File: src/rtl/pong_pkg.sv
// Shared Pong timing definitions: state encodings, speed field width,
// default speed constants and small helpers used by the speed controller
// and the clock divider instance.
package pong_pkg;

   localparam int HZ_WIDTH = 11;

   localparam int HZ_BASE_DEF     = 60;
   localparam int HZ_STEP_DEF     = 4;
   localparam int HZ_MAX_DEF      = 240;
   localparam int SERVE_TICKS_DEF = 90;
   localparam int POINT_TICKS_DEF = 120;

   typedef enum logic [1:0] {
      ST_IDLE  = 2'b00,
      ST_SERVE = 2'b01,
      ST_PLAY  = 2'b10,
      ST_POINT = 2'b11
   } game_state_e;

   // Larger of two integers, used to size the shared pause counter.
   function automatic int max_int(input int a, input int b);
      return (a > b) ? a : b;
   endfunction

   // Speed ramp: one extra bit of headroom, then clamp to the ceiling.
   function automatic logic [HZ_WIDTH-1:0] hz_ramp(
      input logic [HZ_WIDTH-1:0] hz,
      input logic [HZ_WIDTH-1:0] step,
      input logic [HZ_WIDTH-1:0] ceil
   );
      logic [HZ_WIDTH:0] sum;
      sum = {1'b0, hz} + {1'b0, step};
      if (sum > {1'b0, ceil}) begin
         return ceil;
      end
      return sum[HZ_WIDTH-1:0];
   endfunction

endpackage

File: src/rtl/game_speed_controller_if.sv
// Bundle between the game sequencer and the rest of the Pong top level:
// divider output and game events in, speed / tick / motion gating out.
// The controller side is the slave; the surrounding game logic is master.
// Every signal is a plain level or single-cycle pulse sampled on clock_in;
// there is no valid/ready handshake on this bundle.
interface game_speed_controller_if;
   import pong_pkg::*;

   logic                div_clk;
   logic                start;
   logic                pause;
   logic                paddle_hit;
   logic                point_scored;
   logic [HZ_WIDTH-1:0] hz_out;
   logic                game_tick;
   logic                ball_run;
   game_state_e         state;

   modport master (
      output div_clk, start, pause, paddle_hit, point_scored,
      input  hz_out, game_tick, ball_run, state
   );

   modport slave (
      input  div_clk, start, pause, paddle_hit, point_scored,
      output hz_out, game_tick, ball_run, state
   );

endinterface

File: src/rtl/tick_edge_detect.sv
// Turns a square wave already in the clock_in domain into a registered
// one-cycle pulse per rising edge. While en is low, edges are dropped
// (not deferred), because sig_q keeps tracking sig regardless of en.
module tick_edge_detect (
   input  logic clock_in,
   input  logic reset_n,
   input  logic sig,
   input  logic en,
   output logic pulse
);

   logic sig_q;
   logic pulse_q;
   logic raw_tick;

   assign raw_tick = sig & ~sig_q;

   // Delay line for edge detection plus the registered, gated pulse.
   always_ff @(posedge clock_in) begin
      if (!reset_n) begin
         sig_q   <= 1'b0;
         pulse_q <= 1'b0;
      end else begin
         sig_q   <= sig;
         pulse_q <= raw_tick & en;
      end
   end

   assign pulse = pulse_q;

endmodule

File: src/rtl/game_speed_controller.sv
// Pong game sequencer: converts the divider square wave into game ticks,
// steps IDLE -> SERVE -> PLAY -> POINT -> SERVE, gates ball motion and
// ramps the divider speed on every paddle hit.
module game_speed_controller
   import pong_pkg::*;
#(
   parameter int HZ_BASE     = HZ_BASE_DEF,
   parameter int HZ_STEP     = HZ_STEP_DEF,
   parameter int HZ_MAX      = HZ_MAX_DEF,
   parameter int SERVE_TICKS = SERVE_TICKS_DEF,
   parameter int POINT_TICKS = POINT_TICKS_DEF
) (
   input  logic                    clock_in,
   input  logic                    reset_n,
   game_speed_controller_if.slave  gsc
);

   localparam int CNT_W = $clog2(max_int(SERVE_TICKS, POINT_TICKS) + 1);

   localparam logic [HZ_WIDTH-1:0] HZ_BASE_V = HZ_WIDTH'(HZ_BASE);
   localparam logic [HZ_WIDTH-1:0] HZ_STEP_V = HZ_WIDTH'(HZ_STEP);
   localparam logic [HZ_WIDTH-1:0] HZ_MAX_V  = HZ_WIDTH'(HZ_MAX);
   localparam logic [CNT_W-1:0]    SERVE_LAST = CNT_W'(SERVE_TICKS - 1);
   localparam logic [CNT_W-1:0]    POINT_LAST = CNT_W'(POINT_TICKS - 1);

   game_state_e          state_q;
   logic [CNT_W-1:0]     cnt_q;
   logic [HZ_WIDTH-1:0]  hz_q;
   logic [HZ_WIDTH-1:0]  hz_inc_d;
   logic                 game_tick;
   logic                 frozen;

   // Ticks are suppressed whenever pause is high, in any state.
   tick_edge_detect u_tick (
      .clock_in (clock_in),
      .reset_n  (reset_n),
      .sig      (gsc.div_clk),
      .en       (~gsc.pause),
      .pulse    (game_tick)
   );

   assign hz_inc_d = hz_ramp(hz_q, HZ_STEP_V, HZ_MAX_V);
   assign frozen   = gsc.pause;

   // Sequencer: state, pause counter and speed all live in one register block.
   always_ff @(posedge clock_in) begin
      if (!reset_n) begin
         state_q <= ST_IDLE;
         cnt_q   <= '0;
         hz_q    <= HZ_BASE_V;
      end else begin
         case (state_q)
            ST_IDLE: begin
               hz_q  <= HZ_BASE_V;
               cnt_q <= '0;
               if (gsc.start) begin
                  state_q <= ST_SERVE;
               end
            end
            ST_SERVE: begin
               if (!frozen && game_tick) begin
                  if (cnt_q == SERVE_LAST) begin
                     state_q <= ST_PLAY;
                     cnt_q   <= '0;
                  end else begin
                     cnt_q <= cnt_q + CNT_W'(1);
                  end
               end
            end
            ST_PLAY: begin
               // A score outranks a hit arriving in the same cycle.
               if (!frozen) begin
                  if (gsc.point_scored) begin
                     state_q <= ST_POINT;
                     cnt_q   <= '0;
                     hz_q    <= HZ_BASE_V;
                  end else if (gsc.paddle_hit) begin
                     hz_q <= hz_inc_d;
                  end
               end
            end
            ST_POINT: begin
               if (!frozen && game_tick) begin
                  if (cnt_q == POINT_LAST) begin
                     state_q <= ST_SERVE;
                     cnt_q   <= '0;
                  end else begin
                     cnt_q <= cnt_q + CNT_W'(1);
                  end
               end
            end
            default: begin
               state_q <= ST_IDLE;
               cnt_q   <= '0;
               hz_q    <= HZ_BASE_V;
            end
         endcase
      end
   end

   // The divider divides by hz_out, so a zero must never leave this block.
   assign gsc.hz_out    = (hz_q == '0) ? HZ_BASE_V : hz_q;
   assign gsc.game_tick = game_tick;
   assign gsc.ball_run  = (state_q == ST_PLAY) & ~gsc.pause;
   assign gsc.state     = state_q;

endmodule

File: src/flat_wrapper.sv
// flat-port wrapper written by rule: the top's interface ports become plain ports
module game_speed_controller_flat import pong_pkg::*;
#(
   parameter int HZ_BASE     = HZ_BASE_DEF,
   parameter int HZ_STEP     = HZ_STEP_DEF,
   parameter int HZ_MAX      = HZ_MAX_DEF,
   parameter int SERVE_TICKS = SERVE_TICKS_DEF,
   parameter int POINT_TICKS = POINT_TICKS_DEF
)
  (clock_in, reset_n, gsc_div_clk, gsc_start, gsc_pause, gsc_paddle_hit, gsc_point_scored, gsc_hz_out, gsc_game_tick, gsc_ball_run, gsc_state);
  game_speed_controller_if gsc_i ();
  input  logic clock_in;
  input  logic reset_n;
  input wire logic [$bits(gsc_i.div_clk)-1:0] gsc_div_clk;
  input wire logic [$bits(gsc_i.start)-1:0] gsc_start;
  input wire logic [$bits(gsc_i.pause)-1:0] gsc_pause;
  input wire logic [$bits(gsc_i.paddle_hit)-1:0] gsc_paddle_hit;
  input wire logic [$bits(gsc_i.point_scored)-1:0] gsc_point_scored;
  output wire logic [$bits(gsc_i.hz_out)-1:0] gsc_hz_out;
  output wire logic [$bits(gsc_i.game_tick)-1:0] gsc_game_tick;
  output wire logic [$bits(gsc_i.ball_run)-1:0] gsc_ball_run;
  output wire logic [$bits(gsc_i.state)-1:0] gsc_state;
  assign gsc_i.div_clk = gsc_div_clk;
  assign gsc_i.start = gsc_start;
  assign gsc_i.pause = gsc_pause;
  assign gsc_i.paddle_hit = gsc_paddle_hit;
  assign gsc_i.point_scored = gsc_point_scored;
  assign gsc_hz_out = gsc_i.hz_out;
  assign gsc_game_tick = gsc_i.game_tick;
  assign gsc_ball_run = gsc_i.ball_run;
  assign gsc_state = gsc_i.state;
  game_speed_controller #(.HZ_BASE(HZ_BASE), .HZ_STEP(HZ_STEP), .HZ_MAX(HZ_MAX), .SERVE_TICKS(SERVE_TICKS), .POINT_TICKS(POINT_TICKS)) u_core (.clock_in(clock_in), .reset_n(reset_n), .gsc(gsc_i));
endmodule
File: config.mk
export PLATFORM = sky130hd
export DESIGN_NAME = game_speed_controller_flat
export DESIGN_NICKNAME = d
export VERILOG_FILES = /design/src/rtl/pong_pkg.sv /design/src/rtl/game_speed_controller_if.sv /design/src/rtl/tick_edge_detect.sv /design/src/rtl/game_speed_controller.sv /design/src/flat_wrapper.sv
export SDC_FILE = /design/constraint.sdc
export NUM_CORES = 1
export LEC_CHECK = 0
export BUFFER_PORTS_ARGS = -buffer_cell sky130_fd_sc_hd__buf_4
export CORE_UTILIZATION = 55
export CTS_CLUSTER_DIAMETER = 50
export DETAILED_ROUTE_END_ITERATION = 16
export PLACE_DENSITY = 0.79
export REMOVE_ABC_BUFFERS = 1
export SYNTH_ARGS = -nofsm -noshare
export SYNTH_HDL_FRONTEND = slang
export SYNTH_SLANG_ARGS = --single-unit
File: constraint.sdc
create_clock -name clock_in -period 2.4 [get_ports clock_in]
set_clock_uncertainty 0.2 [all_clocks]
set_input_delay 0.12 -clock clock_in [delete_from_list [all_inputs] [get_ports clock_in]]
set_output_delay 0.12 -clock clock_in [all_outputs]
set_load 0.01 [all_outputs]
# After elaboration in Yosys (flattened, before gate mapping)
# Cells that the tools add are included.
# totals
regBits	22
input_bits	7
out_inout_bits	15
wordCells	57
# op_classes
addsub	2
order_cmp	1
n_eq_ne	13
muxes	23
n_bitwise	5
reduce_logical	8
# ops
operator	count
$mux W11	6
$mux W7	6
$pmux W7 S4	1
$pmux W11 S2	1
$eq A7 B7 Y1 const B	2
$mux W2	7
$add A11 B3 Y12 const B	1
$gt A12 B8 Y1 const B	1
$logic_not A11 Y1	1
$ne A2 B1 Y1 const B	4
$pmux W2 S4	1
$add A7 B1 Y7 const B	1
$reduce_and A7 Y1	1
$ne A2 B2 Y1 const B	3
$eq A2 B2 Y1 const B	2
$reduce_and A4 Y1	1
$and A1 B1 Y1	3
$ne A3 B3 Y1 const B	1
$reduce_and A3 Y1	1
$eq A2 B1 Y1 const B	1
$logic_not A2 Y1	1
$not A1 Y1	2
$reduce_bool A2 Y1	1
$logic_and A1 B1 Y1	1
2 further kinds	2

# Depth between registers and ports, before layout
# logic_depth
ltp_word	8
ltp_mapped	7

# By module
# A second synthesis with hierarchy kept.
# hier_totals
hier_cells	165
hier_area_um2	1318.8
# modules_own_cells
mod	instances	cells_each	area_each_um2	seq_area_each_um2
game_speed_controller	1	161	1262.5	360.3
tick_edge_detect	1	4	56.3	40.0

# Worst setup path after synthesis
# No wires, ideal clock.
# synth_path
path_type	register to register
from	register u_core.state_q[1] (netlist: u_core.gsc.state[1])
to	register u_core.cnt_q[5]
setup_time_ns	0.070
arrival_time_ns	1.691
required_time_ns	2.130
slack_ns	0.439
path_stages_with_launch	8
n_path_buf	0
synth_period_minus_slack_ns	1.961
path_cell_list	dfxtp_1 -> inv_1 -> ha_1 -> nor2_1 -> a2bb2oi_4 -> nand4_1 -> or3_1 -> a21oi_1
# synth_between
elab_chain_cells	3
elab_cells_between_ends	10
cone_classes	eq/ne: 7; mux: 1; reduce/logical: 2
# synth_rtl
item	line	source
start, declared	game_speed_controller.sv:26	game_state_e state_q;
start signal, assigned	game_speed_controller.sv:48	state_q <= ST_IDLE;
start signal, assigned	game_speed_controller.sv:57	state_q <= ST_SERVE;
start signal, assigned	game_speed_controller.sv:63	state_q <= ST_PLAY;
$eq A2 B2 Y1 or $eq A2 B1 Y1 (tied branches)	game_speed_controller.sv:52	case (state_q)
$ne A2 B1 Y1 (no line) or $ne A2 B2 Y1 (tied branches)	--	
$reduce_and A4 Y1 (no line)	--	
end signal, assigned	game_speed_controller.sv:66	cnt_q <= cnt_q + CNT_W'(1);
end signal, assigned	game_speed_controller.sv:88	cnt_q <= cnt_q + CNT_W'(1);
end, declared	game_speed_controller.sv:27	logic [CNT_W-1:0] cnt_q;
# Several ways; a longest one is shown, not always the timed one.
# A chain may end at the register's enable or synchronous reset.

# Worst setup path after layout
# Same ends and word-level chain as after synthesis.

==> results.md <==
* Outcome: finished, final reports clean
* R2R cell count at 7
* Post-DP Area at 1400 um2
* Setup TNS at 0 ns
* Die Ht at 49.8 um
* Clock Pin Slew Worst Setup and Hold Paths at 0.10 ns
* Switching power at 0.464 mW
* Detailed Routing Iterations Pass 1 at 4
* Design area at 1480 um2
* Vias in the first global route at 1053
* Inserted Diodes at 0
* MaxCap Viol Count at 0
* Internal at 0.681 mW
* Grt total ovfl at 0
* Fin crit share at 0.887
* Row count at 16
* Antenna-violating nets left at 0
* Hold/Removal Path Class: in2reg
* CP Max Fanout at 9
* Async S/R FF share, synth at 0
* Switching Share at 0.406
* CORE AREA at 2060 um2
* Total Power at 1.15 mW
* Synth Flop Type: dfxtp_1
* DIE WIDTH at 49.8 um
* Register area share after synthesis at 0.318
* Yosys warnings at 0
* Final Util at 0.718
* DRC at 0
* Top cells by count, synth: dfxtp_1, nand2_1, ha_1
* Top-count cell post-synth: dfxtp_1
* Critical path launch point type: register
* CTS tree: yes
* Routed len/inst at 13.1 um
* Cts hold-fix bufs at 6
* Die Footprint at 2480 um2
* Placed wire-length estimate at 1.88 mm
* Setup violations, final at 0
* Clock Latency Late Sink at 0.30 ns
* Postcts setup bufs at 0
* Fillcell total at 166
* Largest cells by area after synthesis: dfxtp_1, ha_1, nand2_1
* Largest net degree at the start of global routing at 17
* Fmax at 470 MHz
* Final Hold Viols at 0
* Static Leak at 0.665 nW
* Power Dens Cells at 773 nW/um2
* Final wirelength at 2.58 mm
* Sequential power share at 0.382
* Hold depth at 5
* Number of synthesized register bits at 20
* Peak supply drop at 0.000611 V
* CP arrival at 2.16 ns
* Max Slew Vio Count at 0
* Tot GR Track Use at 0.239
* Cell taking the most area after synthesis: dfxtp_1
* RSZ-0062 raised after global routing: false
* H-tree Lvls at 1
* Root Buffer: clkbuf_4
* Share of total power in the clock network at 0.136
* Clock sinks at 20
* Distinct cell type count after synthesis at 44
* Number of synthesized flops with an enable pin at 0
* Final min period at 2.13 ns
* Num ports at 22
* First-pass GRT wire length at 4.56 mm
* Ratio of cells with drive above 1 in the final layout at 0.189
* Avg Cell Area, Syn at 8.45 um2
* Layout net count at 188
* PostCTS Resize Cnt at 0
* Combinational share of power at 0.482
* Critical Path Sink Type: register
* Worst Path Required at 2.43 ns
* Post-Syn Area at 1260 um2
* GP Congestion at 0.787
* Num CTS Buffers at 3
* Initial core utilization at 0.610
* Via Count at 1101
* Iter 0 DRT Violations at 22
* PortBufs at 19
* Crit path kind: reg2reg
* Share of the synthesized area in the top cell type at 0.318
* Via density at 5.62
* Synthesized instance count at 149
* Clock tree buffer depth at 2
* Initial antenna violation count at 0
* Area delta synth->final at 17.7%
-- worst max-delay path, cell delays in order (launching register included) --
cell,delay [ns]
dfxtp_1,0.42
inv_1,0.11
ha_1,0.21
nor2_1,0.17
a2bb2oi_4,0.27
nand4_1,0.18
or3_1,0.33
a21oi_1,0.16
-- registers in the layout, summed over array words and instances, names as in the netlist --
name / cells
u_core.u_tick.pulse: 1
u_core.u_tick.sig_q: 1
u_core.gsc.state: 2
u_core.hz_q: 9
u_core.cnt_q: 7
-- cell families after synthesis --
kind of cell / Yosys count / synth area share
muxes: 6 / 0.0507
adders and majority gates: 10 / 0.0994
xor gates and xnor gates: 6 / 0.0418
and+or+nand+nor: 60 / 0.252
other: 1 / 0.00298
AOI/OAI and AO/OA: 29 / 0.176
buffers and inverters: 17 / 0.0586
DFF: 20 / 0.318
-- per-stage QoR --
| step | cells | hold slack (ns) | setup slack, ns |
|---|---|---|---|
| after floorplan | 140 | -0.0181 | 0.439 |
| after global placement | 187 | 0.119 | 0.429 |
| after detailed placement | 187 | 0.122 | 0.300 |
| after CTS | 196 | 0.169 | 0.274 |
| after global routing | 196 | 0.219 | 0.145 |
| final | 196 | 0.196 | 0.272 |
-- power by group through the flow --
stage	Combinational, mW	Clock (mW)	Sequential [mW]
after floorplan	0.372	0	0.442
after CTS	0.544	0.161	0.437
after global routing	0.607	0.174	0.446
after detailed placement	0.533	0	0.444
final	0.553	0.155	0.437
after global placement	0.525	0	0.440
-- final cells by class --
| cell class | instances | area (um2) | share of cell area |
|---|---|---|---|
| tap | 27 | 33.8 | 0.0228 |
| clock buffer | 3 | 22.5 | 0.0152 |
| sequential | 20 | 400 | 0.270 |
| inverter | 7 | 26.3 | 0.0177 |
| multi-input combinational | 113 | 788 | 0.532 |
| timing repair buffer | 26 | 210 | 0.142 |
-- cell usage in the layout, fill, tap and decap left out, types with 4 or more instances in the layout --
cell / netlist / layout
inv_1: 7 / 7
buf_4: 2 / 20
dlygate4sd3_1: 0 / 6
dfxtp_1: 20 / 20
and3_1: 5 / 5
a21oi_1: 7 / 7
nor2_1: 9 / 9
nand3_1: 5 / 5
ha_1: 10 / 10
nand2b_1: 4 / 4
nand2_1: 17 / 17
-- metal layers --
layer,global-route usage,part of all wire
met5,0,0
met4,0.0571,0.0082
met3,0.0617,0.057
met2,0.439,0.49
met1,0.272,0.44
-- worst paths after layout --
check                                                       from                        endpoint  slack, ns
worst max register to register  u_core.gsc.state[1]$_SDFFE_PN0P_    u_core.cnt_q[5]$_SDFFE_PN0P_       0.27
worst min-delay path                              gsc_paddle_hit     u_core.hz_q[6]$_SDFFE_PN0P_       0.20
worst max-delay path            u_core.gsc.state[1]$_SDFFE_PN0P_    u_core.cnt_q[5]$_SDFFE_PN0P_       0.27
worst min register to register    u_core.u_tick.sig_q$_SDFF_PN0_  u_core.u_tick.pulse$_SDFF_PN0_       0.20
Power figures use the tool's default switching activity.
